--- src/rtl/sipo_pkg.sv ---
// Shared types and helpers for the sipo_deser deserialiser.
package sipo_pkg;

    // Deserialiser FSM states; PAR is only reachable with SIPO_PARITY_EN defined.
    typedef enum logic [1:0] {
        IDLE  = 2'd0,
        SHIFT = 2'd1,
        PAR   = 2'd2
    } sipo_state_e;

    // Beat counter width; one spare bit so BEATS=1 still gets a 1-bit counter.
    function automatic int beat_cnt_w(input int width, input int lanes);
        return $clog2(width / lanes) + 1;
    endfunction

endpackage

--- src/rtl/sipo_out_buf.sv ---
// One-entry valid/ready holding register for completed words.
// A word offered while the register is still full is dropped and the
// sticky drop flag is raised; a raise wins over a same-cycle clear.
module sipo_out_buf #(
    parameter int WIDTH = 16
) (
    input  logic             clock,
    input  logic             reset,
    input  logic             load,
    input  logic [WIDTH-1:0] load_data,
    input  logic             ready,
    input  logic             clr,
    output logic [WIDTH-1:0] data,
    output logic             valid,
    output logic             drop
);

    logic can_take;

    // Empty, or being drained this cycle, so a new word may replace it.
    assign can_take = !valid || ready;

    // Holding register: load on space, otherwise clear valid once consumed.
    always_ff @(posedge clock or posedge reset) begin
        if (reset) begin
            data  <= '0;
            valid <= 1'b0;
        end else if (load && can_take) begin
            data  <= load_data;
            valid <= 1'b1;
        end else if (valid && ready) begin
            valid <= 1'b0;
        end
    end

    // Sticky drop flag.
    always_ff @(posedge clock or posedge reset) begin
        if (reset) begin
            drop <= 1'b0;
        end else if (load && !can_take) begin
            drop <= 1'b1;
        end else if (clr) begin
            drop <= 1'b0;
        end
    end

endmodule

--- src/rtl/sipo_deser.sv ---
// Serial-in, parallel-out deserialiser, LANES bits per beat, WIDTH-bit words.
// Optional feature macro: SIPO_PARITY_EN adds a trailing even-parity beat per
// word, the PAR state and the sticky parity_err output.
module sipo_deser
    import sipo_pkg::*;
#(
    parameter int WIDTH     = 16,
    parameter int LANES     = 1,
    parameter int MSB_FIRST = 1
) (
    input  logic             clock,
    input  logic             reset,
    input  logic [LANES-1:0] in_data,
    input  logic             in_valid,
    input  logic             frame_start,
    output logic [WIDTH-1:0] out_data,
    output logic             out_valid,
    input  logic             out_ready,
    output logic             overflow,
    input  logic             clr_ovf,
`ifdef SIPO_PARITY_EN
    output logic             parity_err,
`endif
    output logic             busy
);

    localparam int BEATS = WIDTH / LANES;
    localparam int CW    = beat_cnt_w(WIDTH, LANES);
    localparam logic [CW-1:0] LAST = CW'(BEATS - 1);

    if ((WIDTH % LANES) != 0 || WIDTH < LANES) begin : g_bad_cfg
        $error("sipo_deser: WIDTH must be a non-zero multiple of LANES");
    end

    logic [WIDTH-1:0] sh, sh_next, base_sh, shifted, word;
    logic [CW-1:0]    cnt, cnt_next, base_cnt;
    sipo_state_e      state, state_next, base_state;
    logic             word_done;
`ifdef SIPO_PARITY_EN
    logic             par_bad;
`endif

    // Beat acceptance, framing and word completion.
    always_comb begin
        // frame_start behaves as if the frame were already idle this cycle.
        base_sh    = frame_start ? '0   : sh;
        base_cnt   = frame_start ? '0   : cnt;
        base_state = frame_start ? IDLE : state;

        if (MSB_FIRST != 0) begin
            shifted = WIDTH'({base_sh, in_data});
        end else begin
            shifted = WIDTH'({in_data, base_sh} >> LANES);
        end

        sh_next    = base_sh;
        cnt_next   = base_cnt;
        state_next = base_state;
        word_done  = 1'b0;
        word       = shifted;
`ifdef SIPO_PARITY_EN
        par_bad    = 1'b0;
`endif

        if (in_valid) begin
`ifdef SIPO_PARITY_EN
            if (base_state == PAR) begin
                // Parity beat: the word has been parked in sh since the last data beat.
                word_done  = 1'b1;
                word       = base_sh;
                par_bad    = (^base_sh) ^ in_data[0];
                state_next = IDLE;
                cnt_next   = '0;
            end else
`endif
            begin
                sh_next = shifted;
                if (base_cnt == LAST) begin
                    cnt_next = '0;
`ifdef SIPO_PARITY_EN
                    state_next = PAR;
`else
                    word_done  = 1'b1;
                    state_next = IDLE;
`endif
                end else begin
                    cnt_next   = base_cnt + CW'(1);
                    state_next = SHIFT;
                end
            end
        end
    end

    // Shifter, beat counter and FSM state.
    always_ff @(posedge clock or posedge reset) begin
        if (reset) begin
            sh    <= '0;
            cnt   <= '0;
            state <= IDLE;
        end else begin
            sh    <= sh_next;
            cnt   <= cnt_next;
            state <= state_next;
        end
    end

`ifdef SIPO_PARITY_EN
    // Sticky parity error; a new error wins over a same-cycle clear.
    always_ff @(posedge clock or posedge reset) begin
        if (reset) begin
            parity_err <= 1'b0;
        end else if (word_done && par_bad) begin
            parity_err <= 1'b1;
        end else if (clr_ovf) begin
            parity_err <= 1'b0;
        end
    end

    assign busy = (cnt != '0) || (state == PAR);
`else
    assign busy = (cnt != '0);
`endif

    sipo_out_buf #(
        .WIDTH(WIDTH)
    ) u_out_buf (
        .clock    (clock),
        .reset    (reset),
        .load     (word_done),
        .load_data(word),
        .ready    (out_ready),
        .clr      (clr_ovf),
        .data     (out_data),
        .valid    (out_valid),
        .drop     (overflow)
    );

endmodule

--- config.mk ---
export PLATFORM = sky130hd
export DESIGN_NAME = sipo_deser
export DESIGN_NICKNAME = d
export VERILOG_FILES = /design/src/rtl/sipo_pkg.sv /design/src/rtl/sipo_out_buf.sv /design/src/rtl/sipo_deser.sv
export SDC_FILE = /design/constraint.sdc
export NUM_CORES = 1
export LEC_CHECK = 0
export CAP_MARGIN = 20
export CORE_ASPECT_RATIO = 1.25
export CORE_MARGIN = 5
export CORE_UTILIZATION = 56
export DETAILED_ROUTE_END_ITERATION = 10
export HOLD_SLACK_MARGIN = 0.08
export PLACE_DENSITY = 0.93
export SLEW_MARGIN = 15
export SYNTH_ARGS = -nofsm -noshare
export SYNTH_HDL_FRONTEND = slang
export SYNTH_HIERARCHICAL = 1
export SYNTH_SLANG_ARGS = --single-unit
export TNS_END_PERCENT = 1
--- constraint.sdc ---
create_clock -name clock -period 4.3 [get_ports clock]
set_input_delay 0.86 -clock clock [delete_from_list [all_inputs] [get_ports clock]]
set_output_delay 0.86 -clock clock [all_outputs]
set_load 0.05 [all_outputs]
# Yosys cells after proc, flatten, opt, wreduce, memory -nomap -nowiden
# Cells that the tools add are included.
dict set report totals {
  register_bits 38
  inputBits 7
  output_inout_bits 19
  elab_cells 27
}
dict set report classes {
  addsub 1
  eq_ne 1
  n_mux 11
  n_reduce_logical 9
}
# op count
set ops {}
lappend ops {{$mux 15} 2}
lappend ops {{$mux 5} 3}
lappend ops {{$mux 1} 6}
lappend ops {{$add 5x1->5 const B} 1}
lappend ops {{$eq 5x4->1 const B} 1}
lappend ops {{$reduce_bool 5->1} 1}
lappend ops {{$reduce_bool 2->1} 2}
lappend ops {{$logic_and 1x1->1} 3}
lappend ops {{$logic_not 1->1} 2}
lappend ops {{$logic_or 1x1->1} 1}

# Depth between registers and ports, before layout
# Gate-level depths: netlist of run 1.
dict set report logic_depth {
  depth_word 6
  mapped_depth 8
  ltp_nobuf 6
}

# Hierarchy
# Netlist of run 1, hierarchy kept.
# mod n_inst cells_each area_per_inst_um2 seq_area_each_um2
set by_module_without_submodules {}
lappend by_module_without_submodules {sipo_deser 1 72 933.4 500.5}
lappend by_module_without_submodules {sipo_out_buf 1 42 734.5 450.4}

# Least setup slack after synthesis of run 1
# No wires, ideal clock.
dict set report synth_path {
  path_kind {input -> register}
  start {input frame_start}
  end {register u_out_buf.data[0]}
  setup_ns 0.125
  arrival_ns 2.335
  required_time_ns 4.175
  setup_slack_ns 1.840
  stages 8
  path_buffers 2
  path_cell_list {buf_2 -> nor2b_1 -> ha_1 -> nand2_1 -> and4bb_1 -> nand2_4 -> buf_12 -> mux2_4}
}
dict set report synth_via {
  elab_chain_len 5
}
# item line_no
set synth_rtl {}
lappend synth_rtl {{from (decl)} sipo_deser.sv:15} ;# input logic frame_start,
lappend synth_rtl {{$mux 5} sipo_deser.sv:47} ;# base_cnt = frame_start ? '0 : cnt;
lappend synth_rtl {{$eq 5x4->1} sipo_deser.sv:78} ;# if (base_cnt == LAST) begin
lappend synth_rtl {{$mux 1} sipo_deser.sv:78}
lappend synth_rtl {{$mux 1} sipo_deser.sv:65} ;# if (in_valid) begin
lappend synth_rtl {{named net word_done} sipo_deser.sv:38} ;# logic word_done;
lappend synth_rtl {{$logic_and 1x1->1} sipo_out_buf.sv:28} ;# end else if (load && can_take) begin
lappend synth_rtl {{to (signal assigned)} sipo_out_buf.sv:29} ;# data <= load_data;
lappend synth_rtl {{to (decl)} sipo_out_buf.sv:13} ;# output logic [WIDTH-1:0] data,
# The timed path passes the listed nets, and every way through them passes these cells.
# A chain may end at the register's enable or synchronous reset.

# Worst setup path in the final report of run 1
dict set report layout_path {
  start {input frame_start}
  end {register u_out_buf.data[5]}
}
# Same word-level chain as after synthesis.

==> results of run 1 <==
metrics by stage:
step / instances / hold WS, ps
after detailed placement: 172 / 497
after global routing: 180 / 533
after global placement: 172 / 492
final: 180 / 522
after floorplan: 114 / 501
after CTS: 180 / 524
registers in the layout, indices dropped and copies added, names as in the netlist:
register and count:
u_out_buf/valid 1, u_out_buf/data 16, u_out_buf/drop 1, sh 15
cnt 5
cell type report:
| cell class | instances | share of cell area, % |
|---|---|---|
| Sequential cell | 38 | 46.7 |
| Clock inverter | 2 | 2.95 |
| Clock buffer | 6 | 2.52 |
| Inverter | 4 | 0.738 |
| Tap cell | 36 | 2.21 |
| Multi-Input combinational cell | 67 | 31.8 |
| Timing Repair Buffer | 27 | 13.0 |
critical path, stage by stage:
cell,delay [ps]
clkdlybuf4s50_1,400
buf_4,200
nor2b_1,200
ha_1,200
nand2_1,80
and4bb_1,380
nand2_4,210
mux2_4,350
kinds of logic after synthesis:
family	synth area share [%]
flops	57.0
fa+ha+maj	0.750
xor+xnor	1.58
buf+inv	4.20
mux	23.9
compound gates	0.375
simple gates	12.2
metal layers:
metal | GRT usage, % | part of all wire, % | wire length [um] | up-vias
met5 | 0 | 0 | 0 | -
met4 | 8.31 | 2.8 | 80 | 0
met3 | 6.57 | 5.0 | 145 | 9
met2 | 25.1 | 52 | 1510 | 20
met1 | 19.2 | 40 | 1160 | 456
li1 | - | - | - | 443
where the power goes:
group	switching, W	leakage [nW]	internal, W	total, W
Combinational	0.0000278	0.427	0.0000187	0.0000464
Clock	0.000116	0.0585	0.000197	0.000313
Sequential	0.00000285	0.526	0.000362	0.000365
Yosys cell counts:
master    instances  area, um^2
nand2b_4          1        13.8
xor2_1            2        17.5
nor2b_1          17         106
xnor2_1           1        8.76
nor3_2            1        10.0
ha_1              1        12.5
nand4_1           2        12.5
nor2b_2           1        8.76
nand2_4           1        11.3
buf_2             1        5.00
buf_12            1        20.0
nor3_1            1        5.00
dfrtp_1          38         951
and3b_1           1        8.76
inv_1             4        15.0
nand2_1           3        11.3
mux2_2           22         248
mux2_4           10         150
buf_6             2        22.5
and4bb_1          1        12.5
buf_4             1        7.51
nor2_1            1        3.75
o22ai_1           1        6.26
final timing paths:
kind                                               start                        endpoint  depth (start not counted)
hold / removal             u_out_buf/data[8]$_DFFE_PP0P_   u_out_buf/data[8]$_DFFE_PP0P_                          1
hold reg to reg            u_out_buf/data[8]$_DFFE_PP0P_   u_out_buf/data[8]$_DFFE_PP0P_                          1
setup reg to reg                        cnt[0]$_DFF_PP0_   u_out_buf/data[5]$_DFFE_PP0P_                          6
max in group asynchronous                          reset                 sh[5]$_DFF_PP0_                          2
min in group asynchronous                          reset  u_out_buf/data[12]$_DFFE_PP0P_                          2
setup / recovery                             frame_start   u_out_buf/data[5]$_DFFE_PP0P_                          8
==> results.yml, run 1 <==
placed_design:
  place_congestion: 0.777
  port_buffers: 25
  dp_slack_ps: 1270
  placed_area_um2: 1920
  hpwlAfterDp_um: 1980
logic_synthesis:
  ys_seq_area_share_pct: 57.0
  avgSynthCellArea_um2: 14.6
  synth_seq_cells: 38
  synth_warnings: 6
  syn_area_um2: 1670
  synthDistinctLibCells: 23
  syn_inst: 114
  synthesis.nets: 122
timing:
  min_period_ps: 2660
  maxSlewHeadroom_pct: 48.7
  slew_violations: 0
  layout_setup_ws_ps: 1640
  hold_viol_final: 0
  finalCritPeriodShare_pct: 61.9
  rsz0062_at_grt: "false"
  worst_pin_slew_ps: 769
  setup_viol: 0
  fmax_mhz: 376
  setup_tns_ps: 0
  fin_skew_ps: 11.7
final_layout:
  layout_commonest_cell: "dfrtp_1"
  multi_input_area_um2: 647
  post-route-util_pct: 70.4
  mostFrequentLayoutCells: "dfrtp_1, clkdlybuf4s50_1, mux2_2"
  fin_area_um2: 2030
  layout-drive-gt1-share_pct: 31.9
  nets: 151
  seqCellArea_um2: 951
  n_antenna_cell: 0
  fill_cells: 197
  syn2layout_area_growth_pct: 22.0
grt:
  grt_pass1_wl_um: 4930
  antenna_found_initial: 0
  first_global_vias: 967
  overflow: 0
  grt_max_degree: 21
  grt.total_usage_pct: 16.2
routing:
  wire_per_inst_um: 16.1
  vias: 928
  viasPerCell: 5.16
  antenna_left: 0
  drt-total-wl_um: 2900
  drt_iter0_drc: 10
  route.detailed.drc: 0
  drtPass1Iterations: 4
worst_hold_path:
  hp-class: "reg2reg"
die:
  io_pins: 26
  design.core.area_um2: 2890
  die_x_um: 58.8
  initial_core_util_pct: 57.7
  fp.dieH_um: 71.0
  dieArea_um2: 4180
  rows: 22
power_and_ir_drop:
  max-vdd-ir-drop_v: 0.000463
  leakage_nw: 1.01
  power_w: 0.000724
  p_per_area_nw_per_um2: 356
critical_path:
  ff2ff_setup_slack_ps: 2350
  critPathArrivalTime_ps: 2890
  endpoint_kind: "flip-flop"
  cp.required_ps: 4530
  worstSetupPathType: "in2reg"
  start_kind: "primary input"
  cp_max_fo: 20
cts:
  cts_tree: "yes"
  path_clk_slew_ps: 100
  clk_latency_ps: 350
  cts.repair.resized: 0
  clock-root-buffer: "clkbuf_4"
  cts_hold_buf: 0
  post_cts.repair.setup_buffers: 0
  cts.sinks: 38
  cts_made_buffers: 5
  clockBufferDepth: 2
  ctsHtreeMaxLevel: 2
run_status:
  status: "completed"
flow_run:
  drv_cap: 0
Power figures use the tool's default switching activity.
==> run 2: changes to the inputs <==
CORE_UTILIZATION = 47   (was 56)
PLACE_DENSITY = 0.84   (was 0.93)
clock period = 2.3 ns   (was 4.3 ns; I/O delays follow)
==> run 2 against run 1 <==
- first-iteration DRC count rose by 130%
- flip-flop and latch count unchanged
- setup slack lost 1500 ps
- final area is 0.61% higher
- wire length increased by 0.55%
- global-route usage is 2.8 points lower
- cell count is 3.3% higher
- total power grew 68%
- via count grew 2.4%
- hold slack lost 8.7 ps
==> results.yml, run 2 (synthesis gave the netlist of run 1 again) <==
critical_path:
  start_kind: "flip-flop"
  cp.depth: 3
  reg2reg_from: "cnt[1]$_DFF_PP0_"
  cp.required_ps: 1840
  ff2ff_setup_slack_ps: 450
  endpoint: "busy"
  cpPeakStageDelay_ps: 700
  endpoint_kind: "primary output"
  cp_slowest_cell: "clkdlybuf4s50_1"
  rr_endpoint: "u_out_buf/data[10]$_DFFE_PP0P_"
  critPathTopFamily: "buffers and inverters"
  critPathArrivalTime_ps: 1700
  path_cells: "nor3_1 -> nand2_1 -> clkdlybuf4s50_1"
  setup.worst_path.start: "cnt[3]$_DFF_PP0_"
  worstSetupPathType: "reg2out"
  critPathBufInv: 1
  reg2reg_depth: 6
  cp_max_fo: 4
grt:
  grt_pass1_wl_um: 5150
  antenna_found_initial: 0
  first_global_vias: 1089
  overflow: 0
  grt_max_degree: 21
  grt.total_usage_pct: 13.4
timing:
  setup_tns_ps: 0
  hold_viol_final: 0
  fmax_mhz: 464
  fin_skew_ps: 5.45
  finalCritPeriodShare_pct: 93.7
  layout_setup_ws_ps: 144
  setup_viol: 0
  rsz0062_at_grt: "false"
  worst_pin_slew_ps: 702
  holdWs_ps: 513
  slew_violations: 0
  maxSlewHeadroom_pct: 53.1
  min_period_ps: 2160
power_and_ir_drop:
  leakage_nw: 1.02
  power.internal_w: 0.000948
  p_sw_share_pct: 22.0
  clock_power_share_pct: 36.2
  pwr-share-seq_pct: 56.3
  p_per_area_nw_per_um2: 594
  p_sw_w: 0.000268
  max-vdd-ir-drop_v: 0.000580
  combPwrFrac_pct: 7.5
die:
  fp.dieH_um: 76.6
  initial_core_util_pct: 48.3
  rows: 24
  io_pins: 26
  die_x_um: 63.3
  design.core.area_um2: 3450
  dieArea_um2: 4850
placed_design:
  dp_slack_ps: -73.1
  dp.cells: 180
  port_buffers: 25
  hpwlAfterDp_um: 2010
  place_congestion: 0.782
cts:
  ctsHtreeMaxLevel: 2
  path_clk_slew_ps: 60
  clk_latency_ps: 290
  clockBufferDepth: 2
  cts.repair.resized: 0
  cts_hold_buf: 0
  cts_tree: "yes"
  post_cts.repair.setup_buffers: 0
  cts_made_buffers: 5
  clock-root-buffer: "clkbuf_8"
  cts.sinks: 38
routing:
  met3WireLength_um: 179
  vias: 950
  wl_met1_um: 1330
  wire_per_inst_um: 15.7
  antenna_left: 0
  wl_met2_um: 1370
  viasPerCell: 5.11
  drt-total-wl_um: 2920
  drt_iter0_drc: 23
  highest_layer: "met4"
  drtPass1Iterations: 2
  route.detailed.drc: 0
worst_hold_path:
  holdPathStages: 1
  hp-class: "reg2reg"
final_layout:
  fill_cells: 286
  n_antenna_cell: 0
  post-route-util_pct: 59.3
  top_register: "u_out_buf/data"
  largest_register_ffs: 16
  multi_input_area_um2: 647
  syn2layout_area_growth_pct: 22.7
  layout-drive-gt1-share_pct: 33.3
  mostFrequentLayoutCells: "dfrtp_1, clkdlybuf4s50_1, mux2_2"
  reg.largest.list: "u_out_buf/data x16, sh x15, cnt x5"
  layout_commonest_cell: "dfrtp_1"
  nets: 156
  seqCellArea_um2: 951
  instances_no_fill: 186
flow_run:
  drv_cap: 0
run_status:
  status: "completed"
run 2: cell types whose count changed in the layout (fill, tap and decap cells not counted), sizes merged:
cell and change:
bufinv -2, buf +5
run 2: cell type report:
cell class / instances / share of cell area (%)
clock buffers: 6 / 4.03
inverters: 4 / 0.733
multi-input cells: 67 / 31.6
flip-flops and latches: 38 / 46.5
well taps: 39 / 2.38
repair buffers: 32 / 14.8
run 2: routing by layer:
layer	global-route usage, %	vias up
met5	0	-
met3	5.90	4
li1	-	447
met2	19.7	28
met4	5.61	0
met1	17.1	471
run 2: worst min path at each step:
stage / from / to / slack [ps]
2_1_floorplan: reset / u_out_buf/data[0]$_DFFE_PP0P_ / 400
3_3_place_gp: u_out_buf/data[10]$_DFFE_PP0P_ / u_out_buf/data[10]$_DFFE_PP0P_ / 490
3_5_place_dp: u_out_buf/data[10]$_DFFE_PP0P_ / u_out_buf/data[10]$_DFFE_PP0P_ / 500
4_1_cts: u_out_buf/data[4]$_DFFE_PP0P_ / u_out_buf/data[4]$_DFFE_PP0P_ / 520
5_1_grt: u_out_buf/data[4]$_DFFE_PP0P_ / u_out_buf/data[4]$_DFFE_PP0P_ / 540
6_report: u_out_buf/data[12]$_DFFE_PP0P_ / u_out_buf/data[12]$_DFFE_PP0P_ / 510
run 2: power groups by stage:
stage / Clock (W) / Sequential (W) / Combinational [W]
after global placement: 0 / 0.000695 / 0.0000910
final: 0.000440 / 0.000684 / 0.0000915
after detailed placement: 0 / 0.000696 / 0.0000921
after global routing: 0.000492 / 0.000684 / 0.0000995
after floorplan: 0 / 0.000694 / 0.0000616
after CTS: 0.000460 / 0.000683 / 0.0000929
run 2: stage by stage:
stage	area (um^2)	power, W
floorplan	1670	0.000755
global route	2050	0.00128
detailed placement	1960	0.000788
CTS	2050	0.00124
finish	2050	0.00122
global placement	1960	0.000786
